--- src/rtl/pipe_pkg.sv ---
// +----------------------------------------------------------------------+
// | pipe_pkg: shared widths, NOP encoding, skid-stage state and entry.    |
// | Revision: 1.0                                                        |
// +----------------------------------------------------------------------+
`default_nettype none

package pipe_pkg;

   localparam int          C_XLEN     = 32;
   localparam int          C_ILEN     = 32;
   localparam int          C_SB_W     = 2;
   localparam logic [31:0] C_NOP_INST = 32'h00000013;

   typedef enum logic [1:0] {
      S_EMPTY = 2'd0,
      S_ONE   = 2'd1,
      S_TWO   = 2'd2
   } state_t;

   typedef struct packed {
      logic [C_XLEN-1:0] pc;
      logic [C_ILEN-1:0] inst;
      logic [C_SB_W-1:0] sb;
   } entry_t;

endpackage

`default_nettype wire

--- src/rtl/pipe_sat_cnt.sv ---
// +----------------------------------------------------------------------+
// | pipe_sat_cnt: parametrised-width counter that sticks at all-ones.     |
// | Revision: 1.0                                                        |
// +----------------------------------------------------------------------+
`default_nettype none

module pipe_sat_cnt #(
   parameter int WIDTH = 16
) (
   input  logic             clk,
   input  logic             rst,
   input  logic             inc,
   output logic [WIDTH-1:0] count
);

   localparam logic [WIDTH-1:0] c_one = {{(WIDTH-1){1'b0}}, 1'b1};

   logic [WIDTH-1:0] r_count;

   always_ff @(posedge clk) begin
      if (rst) begin
         r_count <= '0;
      end else if (inc && (r_count != {WIDTH{1'b1}})) begin
         r_count <= r_count + c_one;
      end
   end

   assign count = r_count;

endmodule

`default_nettype wire

--- src/rtl/if_id_skid_reg.sv ---
// +----------------------------------------------------------------------+
// | if_id_skid_reg: 2-entry elastic IF/ID stage (main + skid slot) with   |
// | registered in_ready and synchronous flush. IF_ID_PERF_EN adds         |
// | saturating stall/flush counters.                                      |
// | Revision: 1.0                                                        |
// +----------------------------------------------------------------------+
`default_nettype none

module if_id_skid_reg
   import pipe_pkg::*;
#(
   parameter int               XLEN     = C_XLEN,
   parameter int               ILEN     = C_ILEN,
   parameter int               SB_W     = C_SB_W,
   parameter logic [ILEN-1:0]  NOP_INST = C_NOP_INST[ILEN-1:0]
) (
   input  logic            clk,
   input  logic            rst,
   input  logic            flush,
   input  logic            in_valid,
   output logic            in_ready,
   input  logic [XLEN-1:0] in_pc,
   input  logic [ILEN-1:0] in_inst,
   input  logic [SB_W-1:0] in_sb,
   output logic            out_valid,
   input  logic            out_ready,
   output logic [XLEN-1:0] out_pc,
   output logic [ILEN-1:0] out_inst,
   output logic [SB_W-1:0] out_sb
`ifdef IF_ID_PERF_EN
   ,
   output logic [31:0]     stall_cnt,
   output logic [15:0]     flush_cnt
`endif
);

   typedef struct packed {
      logic [XLEN-1:0] pc;
      logic [ILEN-1:0] inst;
      logic [SB_W-1:0] sb;
   } slot_t;

   state_t r_state;
   state_t w_state_nxt;
   slot_t  r_main;
   slot_t  r_skid;
   slot_t  w_main_nxt;
   slot_t  w_skid_nxt;
   slot_t  w_in_slot;
   logic   r_in_ready;
   logic   w_valid;
   logic   w_acc;
   logic   w_pop;

   assign w_in_slot = '{pc: in_pc, inst: in_inst, sb: in_sb};
   assign w_valid   = (r_state != S_EMPTY);
   assign w_acc     = in_valid & r_in_ready;
   assign w_pop     = w_valid & out_ready;

   always_comb begin
      w_state_nxt = r_state;
      w_main_nxt  = r_main;
      w_skid_nxt  = r_skid;
      if (flush) begin
         // Payload registers keep their contents so out_pc holds while invalid.
         w_state_nxt = S_EMPTY;
      end else begin
         case (r_state)
            S_EMPTY: begin
               if (w_acc) begin
                  w_main_nxt  = w_in_slot;
                  w_state_nxt = S_ONE;
               end
            end
            S_ONE: begin
               if (w_acc && w_pop) begin
                  w_main_nxt = w_in_slot;
               end else if (w_acc) begin
                  w_skid_nxt  = w_in_slot;
                  w_state_nxt = S_TWO;
               end else if (w_pop) begin
                  w_state_nxt = S_EMPTY;
               end
            end
            S_TWO: begin
               if (w_pop) begin
                  w_main_nxt  = r_skid;
                  w_state_nxt = S_ONE;
               end
            end
            default: begin
               w_state_nxt = S_EMPTY;
            end
         endcase
      end
   end

   always_ff @(posedge clk) begin
      if (rst) begin
         r_state    <= S_EMPTY;
         r_main     <= '{pc: '0, inst: NOP_INST, sb: '0};
         r_skid     <= '0;
         r_in_ready <= 1'b1;
      end else begin
         r_state    <= w_state_nxt;
         r_main     <= w_main_nxt;
         r_skid     <= w_skid_nxt;
         r_in_ready <= (w_state_nxt != S_TWO);
      end
   end

   assign in_ready  = r_in_ready;
   assign out_valid = w_valid;
   assign out_pc    = r_main.pc;
   assign out_inst  = w_valid ? r_main.inst : NOP_INST;
   assign out_sb    = w_valid ? r_main.sb : '0;

`ifdef IF_ID_PERF_EN
   pipe_sat_cnt #(.WIDTH(32)) u_stall_cnt (
      .clk   (clk),
      .rst   (rst),
      .inc   (w_valid & ~out_ready),
      .count (stall_cnt)
   );

   pipe_sat_cnt #(.WIDTH(16)) u_flush_cnt (
      .clk   (clk),
      .rst   (rst),
      .inc   (flush),
      .count (flush_cnt)
   );
`endif

endmodule

`default_nettype wire

--- config.mk ---
export PLATFORM = sky130hd
export DESIGN_NAME = if_id_skid_reg
export DESIGN_NICKNAME = d
export VERILOG_FILES = /design/src/rtl/pipe_pkg.sv /design/src/rtl/pipe_sat_cnt.sv /design/src/rtl/if_id_skid_reg.sv
export SDC_FILE = /design/constraint.sdc
export NUM_CORES = 1
export LEC_CHECK = 0
export CELL_PAD_IN_SITES_DETAIL_PLACEMENT = 0
export CELL_PAD_IN_SITES_GLOBAL_PLACEMENT = 1
export CORE_MARGIN = 8
export CORE_UTILIZATION = 38
export CTS_BUF_LIST = sky130_fd_sc_hd__clkbuf_8
export CTS_CLUSTER_SIZE = 10
export DETAILED_ROUTE_END_ITERATION = 10
export GPL_TIMING_DRIVEN = 0
export PLACE_DENSITY = 0.86
export SYNTH_ARGS = -nofsm -noshare
export SYNTH_HDL_FRONTEND = slang
export SYNTH_SLANG_ARGS = --single-unit
--- constraint.sdc ---
create_clock -name clk -period 2.02 [get_ports clk]
set_input_delay 0.202 -clock clk [delete_from_list [all_inputs] [get_ports clk]]
set_output_delay 0.202 -clock clk [all_outputs]
set_load 0.02 [all_outputs]
==> reports/metrics.yaml, run 1 <==
run_status:
  status: "finished clean"
logic_synthesis:
  synth_top_family_by_area: "simple AND/OR/NAND/NOR gates"
  synth-seq-cells: 135
  synthAdderAreaFrac_pct: 0
  synthMuxAreaShare_pct: 11.7
  netlist_instances: 671
  synthSimpleGateAreaFrac_pct: 18.0
  yosys_warnings: 0
  ys_types: 23
  synth_seq_area_share_pct: 46.8
  syn_area_per_cell_um2: 8.60
  synth_compound_area_share_pct: 15.0
  syn_area_um2: 5770
  synth_nets: 742
  yosys.area_share.xor_xnor_pct: 0
drt:
  dr.max_layer_used: "met4"
  drtAntennaViolNets: 0
  drt-pass1-iter-count: 4
  drc: 0
  drt_iter0_markers: 171
  wire_per_inst_um: 15.1
  wl_met1_um: 6980
  wl_um: 15600
  via_count: 4983
  dr_wl_met2_um: 7670
  route.met3.wl_um: 701
  via_per_inst: 4.83
worst_setup_path:
  crit_type: "reg -> out"
  crit_arrival_ns: 1.73
  critPathRequiredTime_ns: 1.82
  crit_fanout: 10
  cp-end-kind: "output port"
  cp-start-kind: "register"
finish:
  layout_common_cells: "nand2_1 (133), dfxtp_1 (133), clkdlybuf4s50_1 (103)"
  drive_gt1_share_pct: 13.0
  fillers: 1417
  multi_input_area_um2: 2590
  synthToLayoutAreaGrowth_pct: 37.1
  antenna_cells: 0
  final-seq-area_um2: 2710
  instances_no_fill: 1032
  nets: 902
global_routing:
  grt-ovfl-total: 0
  grt_pass1_vias: 4974
  grtUsageTotal_pct: 16.2
  grt_pass1_wl_um: 25200
  grt_max_degree: 17
  antenna_found_initial: 0
cts:
  cts_root_buffer: "clkbuf_8"
  cts_sinks: 135
  clk_pin_slew_ns: 0.08
  numCtsBuffers: 17
  worst_skew_pair.late_latency_ns: 0.45
  cts_buffer_depth: 2
  cts-htree-levels: 4
  cts_tree: "yes"
sta:
  slew_headroom_pct: 59.9
  max_freq_ghz: 0.516
  finalMaxSlewViolations: 0
  worst_slew_pin_slew_ns: 0.601
  hold_viol_final: 0
  finalSetupViolCount: 0
  min_period_over_period_pct: 95.9
  rsz0062_at_grt: "false"
  period_minus_slack_ns: 1.94
  fin_tns_setup_ns: 0
  skew_ns: 0.0117
placement:
  dp_hpwl_um: 11600
  gp_routability_congestion: 0.765
  place.port_buffers: 138
  placedCellCount: 997
pwr:
  p_sw_mw: 1.50
  combPwrFrac_pct: 12.5
  seqPwrFrac_pct: 44.0
  p_sw_share_pct: 23.4
  finalPower_mw: 6.41
  clkPwrFrac_pct: 43.5
  max-vdd-ir-drop_uv: 338
  power_density_nw_per_um2: 811
  internal-power_mw: 4.91
  p_leak_nw: 3.43
min_path:
  min_path_type: "in -> reg"
die:
  start_util_pct: 38.4
  row_count: 45
  pin_count: 139
  die_area_um2: 19400
  fp.dieW_um: 139
  coreArea_um2: 15000
  fp.dieH_um: 139
job:
  max_cap_violations: 0
==> through the flow <==
stage               worst slack [ns]  cell area (µm²)  hold WS, ns  utilization, %
floorplan                      0.464             5770        0.279               -
global placement              -0.547             7390        0.440            49.2
detailed placement            -0.568             7390        0.446            49.2
CTS                           0.0367             7890        0.303            52.5
global route                 0.00798             7910        0.319            52.6
finish                        0.0835             7910        0.326            52.6
==> worst paths after layout <==
check | start | end | slack [ns] | depth (start not counted)
setup / recovery | r_state[1]$_SDFF_PP0_ | out_inst[0] | 0.08 | 4
setup reg to reg | r_state[1]$_SDFF_PP0_ | r_skid[30]$_SDFFE_PP0P_ | 0.22 | 6
hold / removal | in_inst[7] | r_skid[9]$_SDFFE_PP0P_ | 0.33 | 3
hold reg to reg | r_skid[64]$_SDFFE_PP0P_ | r_skid[64]$_SDFFE_PP0P_ | 0.45 | 2
==> worst max-delay path, stage by stage (launching register included) <==
cell and delay (ns):
dfxtp_4 0.41, nor2_4 0.06, clkbuf_4 0.20, or2_2 0.28, dlygate4sd2_1 0.34
==> flip-flops by register name (all words and copies together), names as in the netlist <==
signal	cells
in_ready	1
out_pc	32
r_main	34
r_skid	66
r_state	2
==> power groups by stage <==
stage	combinational, mW	clock [mW]	sequential (mW)
final	0.805	2.79	2.82
after global routing	0.878	2.96	2.83
after CTS	0.811	2.83	2.82
after detailed placement	0.813	0	2.88
after global placement	0.800	0	2.88
after floorplan	0.442	0	2.87
==> logic make-up after synthesis <==
family	Yosys count
DFF	135
buffers and inverters	88
and+or+nand+nor	245
muxes	67
AOI/OAI and AO/OA	136
==> Yosys cell counts <==
master	instances	area [µm²]
buf_1	4	15.0
nand3b_1	1	7.51
nor2_1	67	251
mux2_2	3	33.8
nand4bb_1	1	11.3
a21oi_1	70	350
or4_1	1	7.51
a211oi_1	63	473
inv_1	2	7.51
and3b_1	2	17.5
o22a_1	1	8.76
nand2b_1	1	6.26
a21boi_0	1	7.51
buf_2	22	110
clkbuf_1	25	93.8
mux2i_1	64	641
buf_4	35	263
dfxtp_1	135	2700
nor2b_1	32	200
nand2_1	133	499
or2_2	3	18.8
o41ai_4	1	27.5
nor3_1	4	20.0
==> metal layers <==
metal | vias to the layer above | GRT usage (%)
met1 | 2307 | 18.6
met2 | 101 | 27.9
met5 | - | 0
met3 | 21 | 4.45
met4 | 0 | 6.59
li1 | 2554 | -
==> cell type report <==
type | instances | share of cell area, %
flip-flops and latches | 135 | 34.2
multi-input cells | 448 | 32.7
repair buffers | 142 | 17.3
plain buffers | 85 | 6.26
clock buffers | 21 | 3.65
well taps | 188 | 2.97
clock inverters | 11 | 2.74
inverters | 2 | 0.0949
==> timing repair <==
action / in CTS / in global routing
setup buffers: 1 / 3
pin swaps: 1 / 1
hold buffers: 0 / 0
endpoints found under the setup margin: 46 / 15
gates resized for setup: 47 / 9
Note: power is estimated with default switching activity, not from simulation.
==> run 2, diff against run 1 <==
==> constraint.sdc (replaced) <==
create_clock -name clk -period 2.02 [get_ports clk]
set_input_delay 0.404 -clock clk [delete_from_list [all_inputs] [get_ports clk]]
set_output_delay 0.404 -clock clk [all_outputs]
set_load 0.02 [all_outputs]
==> reports/metrics.yaml, run 2 (synthesis gave the netlist of run 1 again) <==
global_routing:
  grt_pass1_wl_um: 25300
  antenna_found_initial: 0
  grt_max_degree: 17
  grt-ovfl-total: 0
  grt_pass1_vias: 4999
  grtUsageTotal_pct: 16.3
worst_setup_path:
  critPathRequiredTime_ns: 1.62
  cp_slowest_cell: "dfxtp_4"
  cp-end-kind: "output port"
  crit_fanout: 5
  path_buf_inv: 2
  cp_slowest_stage_delay_ns: 0.35
  path_cells: "nor2_4, clkbuf_8, nor2b_1, dlygate4sd2_1"
  cp-start-kind: "register"
  crit_arrival_ns: 1.57
  crit_type: "reg -> out"
  cpLargestDelayFamily: "buffers and inverters"
run_status:
  status: "finished clean"
sta:
  rsz0062_at_grt: "true"
  max_freq_ghz: 0.507
  worst_slew_pin_slew_ns: 0.599
  finalMaxSlewViolations: 0
  finalSetupViolCount: 0
  hold_viol_final: 0
  hold_slack_ns: 0.455
  period_minus_slack_ns: 1.97
  skew_ns: 0.0111
  min_period_over_period_pct: 97.6
  setup_slack_ns: 0.0479
  slew_headroom_pct: 60.1
drt:
  via_per_inst: 4.83
  drc: 0
  drt-pass1-iter-count: 4
  wl_um: 15600
  drt_iter0_markers: 181
  via_count: 5009
  wire_per_inst_um: 15.1
  drtAntennaViolNets: 0
cts:
  cts-htree-levels: 4
  cts_buffer_depth: 2
  worst_skew_pair.late_latency_ns: 0.44
  numCtsBuffers: 17
  cts_tree: "yes"
  clk_pin_slew_ns: 0.07
  cts_root_buffer: "clkbuf_8"
  cts_sinks: 135
  cts-hold-fix-buffers: 0
finish:
  instances_no_fill: 1036
  synthToLayoutAreaGrowth_pct: 37.0
  antenna_cells: 0
  drive_gt1_share_pct: 17.1
  layout_common_cells: "nand2_1 (133), dfxtp_1 (133), clkdlybuf4s50_1 (103)"
  largest_register_ffs: 66
  nets: 906
  largest-register: "r_skid"
  final_area_um2: 7910
die:
  row_count: 45
  start_util_pct: 38.4
  die_area_um2: 19400
  fp.dieW_um: 139
  coreArea_um2: 15000
  fp.dieH_um: 139
  pin_count: 139
placement:
  dp_hpwl_um: 11600
  place_area_um2: 7390
  placedCellCount: 997
  place_ws_ns: -0.770
  place.port_buffers: 138
  gp_routability_congestion: 0.765
pwr:
  max-vdd-ir-drop_uv: 339
  power_density_nw_per_um2: 811
  p_leak_nw: 3.37
job:
  max_cap_violations: 0
min_path:
  min_path_type: "reg -> reg"
## run 2: cell count changes in the layout (fill, tap and decap cells not counted), sizes merged
cell	delta
dlygate4sd2	-26
clkdlybuf4s15	+5
clkbuf	+24
buf	+1
## run 2: final timing paths
path	startpoint	end	slack (ns)	cells after the start
setup / recovery	r_state[1]$_SDFF_PP0_	out_sb[0]	0.05	4
hold / removal	r_skid[64]$_SDFFE_PP0P_	r_skid[64]$_SDFFE_PP0P_	0.46	2
setup reg to reg	r_state[1]$_SDFF_PP0_	r_skid[47]$_SDFFE_PP0P_	0.15	7
hold reg to reg	r_skid[64]$_SDFFE_PP0P_	r_skid[64]$_SDFFE_PP0P_	0.46	2
## run 2: routing by layer
layer  up-vias  global-route usage, %  share of wire [%]
met5         -                      0                  0
met3        16                   4.34                4.6
met4         0                   6.47                1.3
met2       107                   28.0                 49
met1      2322                   18.8                 45
li1       2564                      -                  -
## run 2: worst reg2reg max path: cells and delay by family (launching register included)
| kind | cells | cell delay (ns) |
|---|---|---|
| buf+inv | 3 | 0.67 |
| simple gates | 3 | 0.60 |
| flops | 1 | 0.35 |
| compound gates | 1 | 0.17 |
## run 2: what timing repair did
item,in CTS,in global routing
setup endpoints to repair,108,83
pin swaps,1,2
resized for setup,89,34
setup buffers,3,3
cloned,1,0
## run 2: area by class of cell
type	instances	area [µm²]
Buffer	86	526
Inverter	2	7.51
Clock buffer	21	289
Multi-Input combinational cell	448	2590
Clock inverter	11	216
Fill cell	1417	7120
Timing Repair Buffer	145	1340
Tap cell	188	235
Sequential cell	135	2710
## run 2: stage by stage
step | util, % | setup TNS (ns) | power (mW)
after detailed placement | 49.2 | -75.14 | 3.70
after global placement | 49.2 | -68.51 | 3.68
after floorplan | - | 0 | 3.31
final | 52.6 | 0 | 6.41
after CTS | 53.0 | -0.151 | 6.47
after global routing | 52.6 | -0.252 | 6.68
## run 2: power by group
part           internal, mW  switching [mW]
combinational         0.423           0.391
sequential             2.77          0.0526
clock                  1.73            1.05
==> edit 1 (config.mk and constraints of run 1) <==
Encoding of `state_t`: now one-hot (3 bits for 3 states).
--- a/src/rtl/pipe_pkg.sv
+++ b/src/rtl/pipe_pkg.sv
@@ -13,6 +13,6 @@
 
-   typedef enum logic [1:0] {
-      S_EMPTY = 2'd0,
-      S_ONE   = 2'd1,
-      S_TWO   = 2'd2
+   typedef enum logic [2:0] {
+      S_EMPTY = 3'b001,
+      S_ONE   = 3'b010,
+      S_TWO   = 3'b100
    } state_t;
Function: same outputs for any inputs over 4 cycles, from zero or initial values and one cycle with rst high; so few cycles prove little.
==> edit 1 against run 1 <==
Power is 2.4% higher. Worst setup slack worse by 0.11 ns. Highest routed layer unchanged. Final area is 17% higher. The flow now finishes with violations (negative setup slack). Routed wire length is 17% higher. Sequential cell count is 1 higher. Global-route usage is 0.055 points higher. Maximum frequency is 5.5% lower. Critical path type unchanged. Synthesized area is 17% higher. Cell count is 6.5% higher. Utilization is 0.97 points higher. Clock power is 7% lower. Critical path depth is 1 higher.
==> edit 1: results (changes against run 1) <==
[placed_design]
gp_congestion = 0.737  ; was 0.765
io_buffers = 136  ; was 138
post-place-ws_ns = -0.429  ; was -0.568 ns

[sta]
tns_ns = -0.208  ; was 0 ns
setup_viol = 22  ; was 0
tightest_slew_ns = 0.766  ; was 0.601 ns
fin_ws_ns = -0.0294  ; was 0.0835 ns
skew_ns = 0.0133  ; was 0.0117 ns

[global_routing]
met2_usage_pct = 25.3  ; was 27.9%
met1_usage_pct = 21.3  ; was 18.6%
grt_pass1_vias = 5365  ; was 4974
grt_use_total_pct = 16.2  ; about the same

[hold_path]
hold_depth = 2  ; was 3

[layout]
final_nets = 933  ; was 902
nMultiInputCombCells = 458  ; was 448
n_all_buffers = 247  ; was 227
seq_area_sq_um = 2730  ; was 2710 sq um
clock_area_share_pct = 4.90  ; was 6.39%
fill_cells = 1624  ; was 1417
drive_gt1_share_pct = 35.7  ; was 13.0%
multi_input_area_sq_um = 3350  ; was 2590 sq um

[logic_synthesis]
ys_seq_area_share_pct = 40.4  ; was 46.8%
synthMuxAreaShare_pct = 9.80  ; was 11.7%
synth-compound-area-share_pct = 25.5  ; was 15.0%
synth.top_cells.by_count = dfxtp_1, nand2_1, a21oi_1  ; unchanged

[drt]
drt-met1-wl_um = 8680  ; was 6980 um
wl_met3_um = 963  ; was 701 um
avgViaCountPerCell = 4.91  ; was 4.83
wl_per_cell_um = 16.6  ; was 15.1 um

[worst_setup_path]
worstPathArrival_ns = 1.85  ; was 1.73 ns
critPathTopFamily = simple AND/OR/NAND/NOR gates  ; was buffers and inverters
ff2ff_path_depth = 8  ; was 6
crit_fanout = 6  ; was 10
slowest_stage = or3b_4  ; was dfxtp_4

[clocking]
post_cts_resized = 222  ; was 47
post_cts_buffers = 9  ; was 1

[power]
pg_clk_w = 0.00260  ; was 0.00279 W
p_leak_nw = 3.19  ; was 3.43 nW
ir_drop_v = 0.000436  ; was 0.000338 V
powerComb_w = 0.00112  ; was 0.000805 W
internal_power_w = 0.00494  ; was 0.00491 W

[outcome]
violations = negative setup slack
status = complete, but fails checks  ; was finished, final reports clean

-- edit 1: cell count changes in the layout (fill, tap and decap cells not counted), moves of 6 or more --
cell / delta
nor2_1: -63
a211oi_2: +59
a21oi_2: +59
a211oi_1: -56
buf_6: +36
dlygate4sd2_1: -33
and2_4: +30
nor2b_1: -28
buf_12: +19
buf_2: -8
clkbuf_2: +6
-- edit 1: path summary, 6_finish.rpt --
kind         slack [ns]       start          to
max               -0.03  r_state[0]   out_sb[0]
min                0.26         rst   out_pc[0]
max reg2reg       -0.02  r_state[0]   r_main[8]
min reg2reg        0.45  r_skid[34]  r_skid[34]
-- edit 1: metrics by stage --
stage	utilization [%]	cells
2_1_floorplan	-	693
3_3_place_gp	48.5	1054
3_5_place_dp	48.5	1054
4_1_cts	52.7	1098
5_1_grt	53.6	1099
6_report	53.6	1099
-- edit 1: worst reg2reg max path: cells and delay by family, from the launching register on --
kind	cells	cell delay, ns
flops	1	0.38
simple gates	2	0.65
buf+inv	4	0.56
compound gates	2	0.31
==> edit 2 (settings of run 1) <==
Without the edit above. Add a define of `IF_ID_PERF_EN`.
--- a/src/rtl/if_id_skid_reg.sv
+++ b/src/rtl/if_id_skid_reg.sv
@@ -7,2 +7,4 @@
 `default_nettype none
+
+`define IF_ID_PERF_EN
 
Function (old outputs only; new: flush_cnt and stall_cnt): no difference found for any inputs over 4 cycles, from zero or initial values and one cycle with rst high; that may be too few to reach the edited logic, so the function may still have changed.
==> edit 2 against run 1 <==
Routed wire length up 61%. Worst setup slack worse by 0.025 ns. First-iteration DRC count up 130%. Power up 8.6%. Die area up 35%. Critical endpoint is now u_stall_cnt.count[14]. Synthesized area up 39%. Utilization about the same. Sequential cell count up 48. Synthesized cell count up 54%. Final area up 39%. Sequential power up 34%. Maximum frequency down 1.3%. Highest routed layer is now met5.
==> edit 2: results (changes against run 1) <==
[logic_synthesis]
synth_xor_area_share_pct = 1.63  ; was 0%
ys_seq_area_share_pct = 45.5  ; was 46.8%
yosys-top-cells-area = dfxtp_1, nand2_1, a311oi_1  ; was dfxtp_1, mux2i_1, nand2_1
synthMuxAreaShare_pct = 0.544  ; was 11.7%
synth_fp_nets = 1108  ; was 742

[worst_setup_path]
critPathTopFamily = simple AND/OR/NAND/NOR gates  ; was buffers and inverters
r2r_slack_ns = 0.06  ; was 0.22 ns

[hold_path]
min_to = u_flush_cnt.count[2]  ; was r_skid[9]
min-delay-start = flush  ; was in_inst[7]

[clocking]
clk_latency_ns = 0.47  ; was 0.45 ns
post_cts_buffers = 8  ; was 1

[placed_design]
hpwl_um = 18200  ; was 11600 um
placed_cell_area_sq_um = 10200  ; was 7390 sq um
post-place-ws_ns = -0.764  ; was -0.568 ns

[sta]
whs_ns = 0.285  ; was 0.326 ns
fin_crit_sh_pct = 97.1  ; was 95.9%
skew_ns = 0.0172  ; was 0.0117 ns

[power]
swShare_pct = 27.8  ; was 23.4%
power_frac_seq_pct = 54.1  ; was 44.0%
p_leak_nw = 4.05  ; was 3.43 nW
power.net_switching_w = 0.00194  ; was 0.00150 W
powerComb_w = 0.000853  ; was 0.000805 W

[outcome]
status = finished, final reports clean  ; unchanged

[drt]
first_pass_iters = 5  ; was 4
drt_iter0_drc = 387  ; was 171

[global_routing]
grt_max_degree = 19  ; was 17
grt_pass1_wl_um = 39800  ; was 25200 um

[layout]
fill_cells = 2060  ; was 1417

edit 2: changes by cell type in the layout (fill, tap and decap cells not counted), moves of 23 or more:
cell                    run 1  this run
clkdlybuf4s50_1           103       150
nand2_1                   133       283
o21ai_0                     0        24
mux2i_1                    64         1
dfxtp_1                   133       163
a211oi_1                   63         1
nor2_1                     66        90
a311oi_1                    0        62
clkbuf_2                    3        40
or3_1                       0        23
edit 2: per-layer routing:
metal  track usage [%]  vias up  routed length [um]
li1                  -     3988                   -
met1              24.0     3667               11400
met2              30.7      214               11800
met3              4.73       24                1660
met4              5.43        4                 372
met5                 0        -                  24
edit 2: area by class of cell:
| cell class | count | area share (%) |
|---|---|---|
| Tap cell | 275 | 3.13 |
| Timing Repair Buffer | 209 | 17.8 |
| Clock buffer | 17 | 2.13 |
| Inverter | 6 | 0.205 |
| Multi-Input combinational cell | 742 | 36.3 |
| Buffer | 103 | 5.47 |
| Antenna cell | 1 | 0.0228 |
| Clock inverter | 14 | 1.20 |
| Sequential cell | 183 | 33.7 |
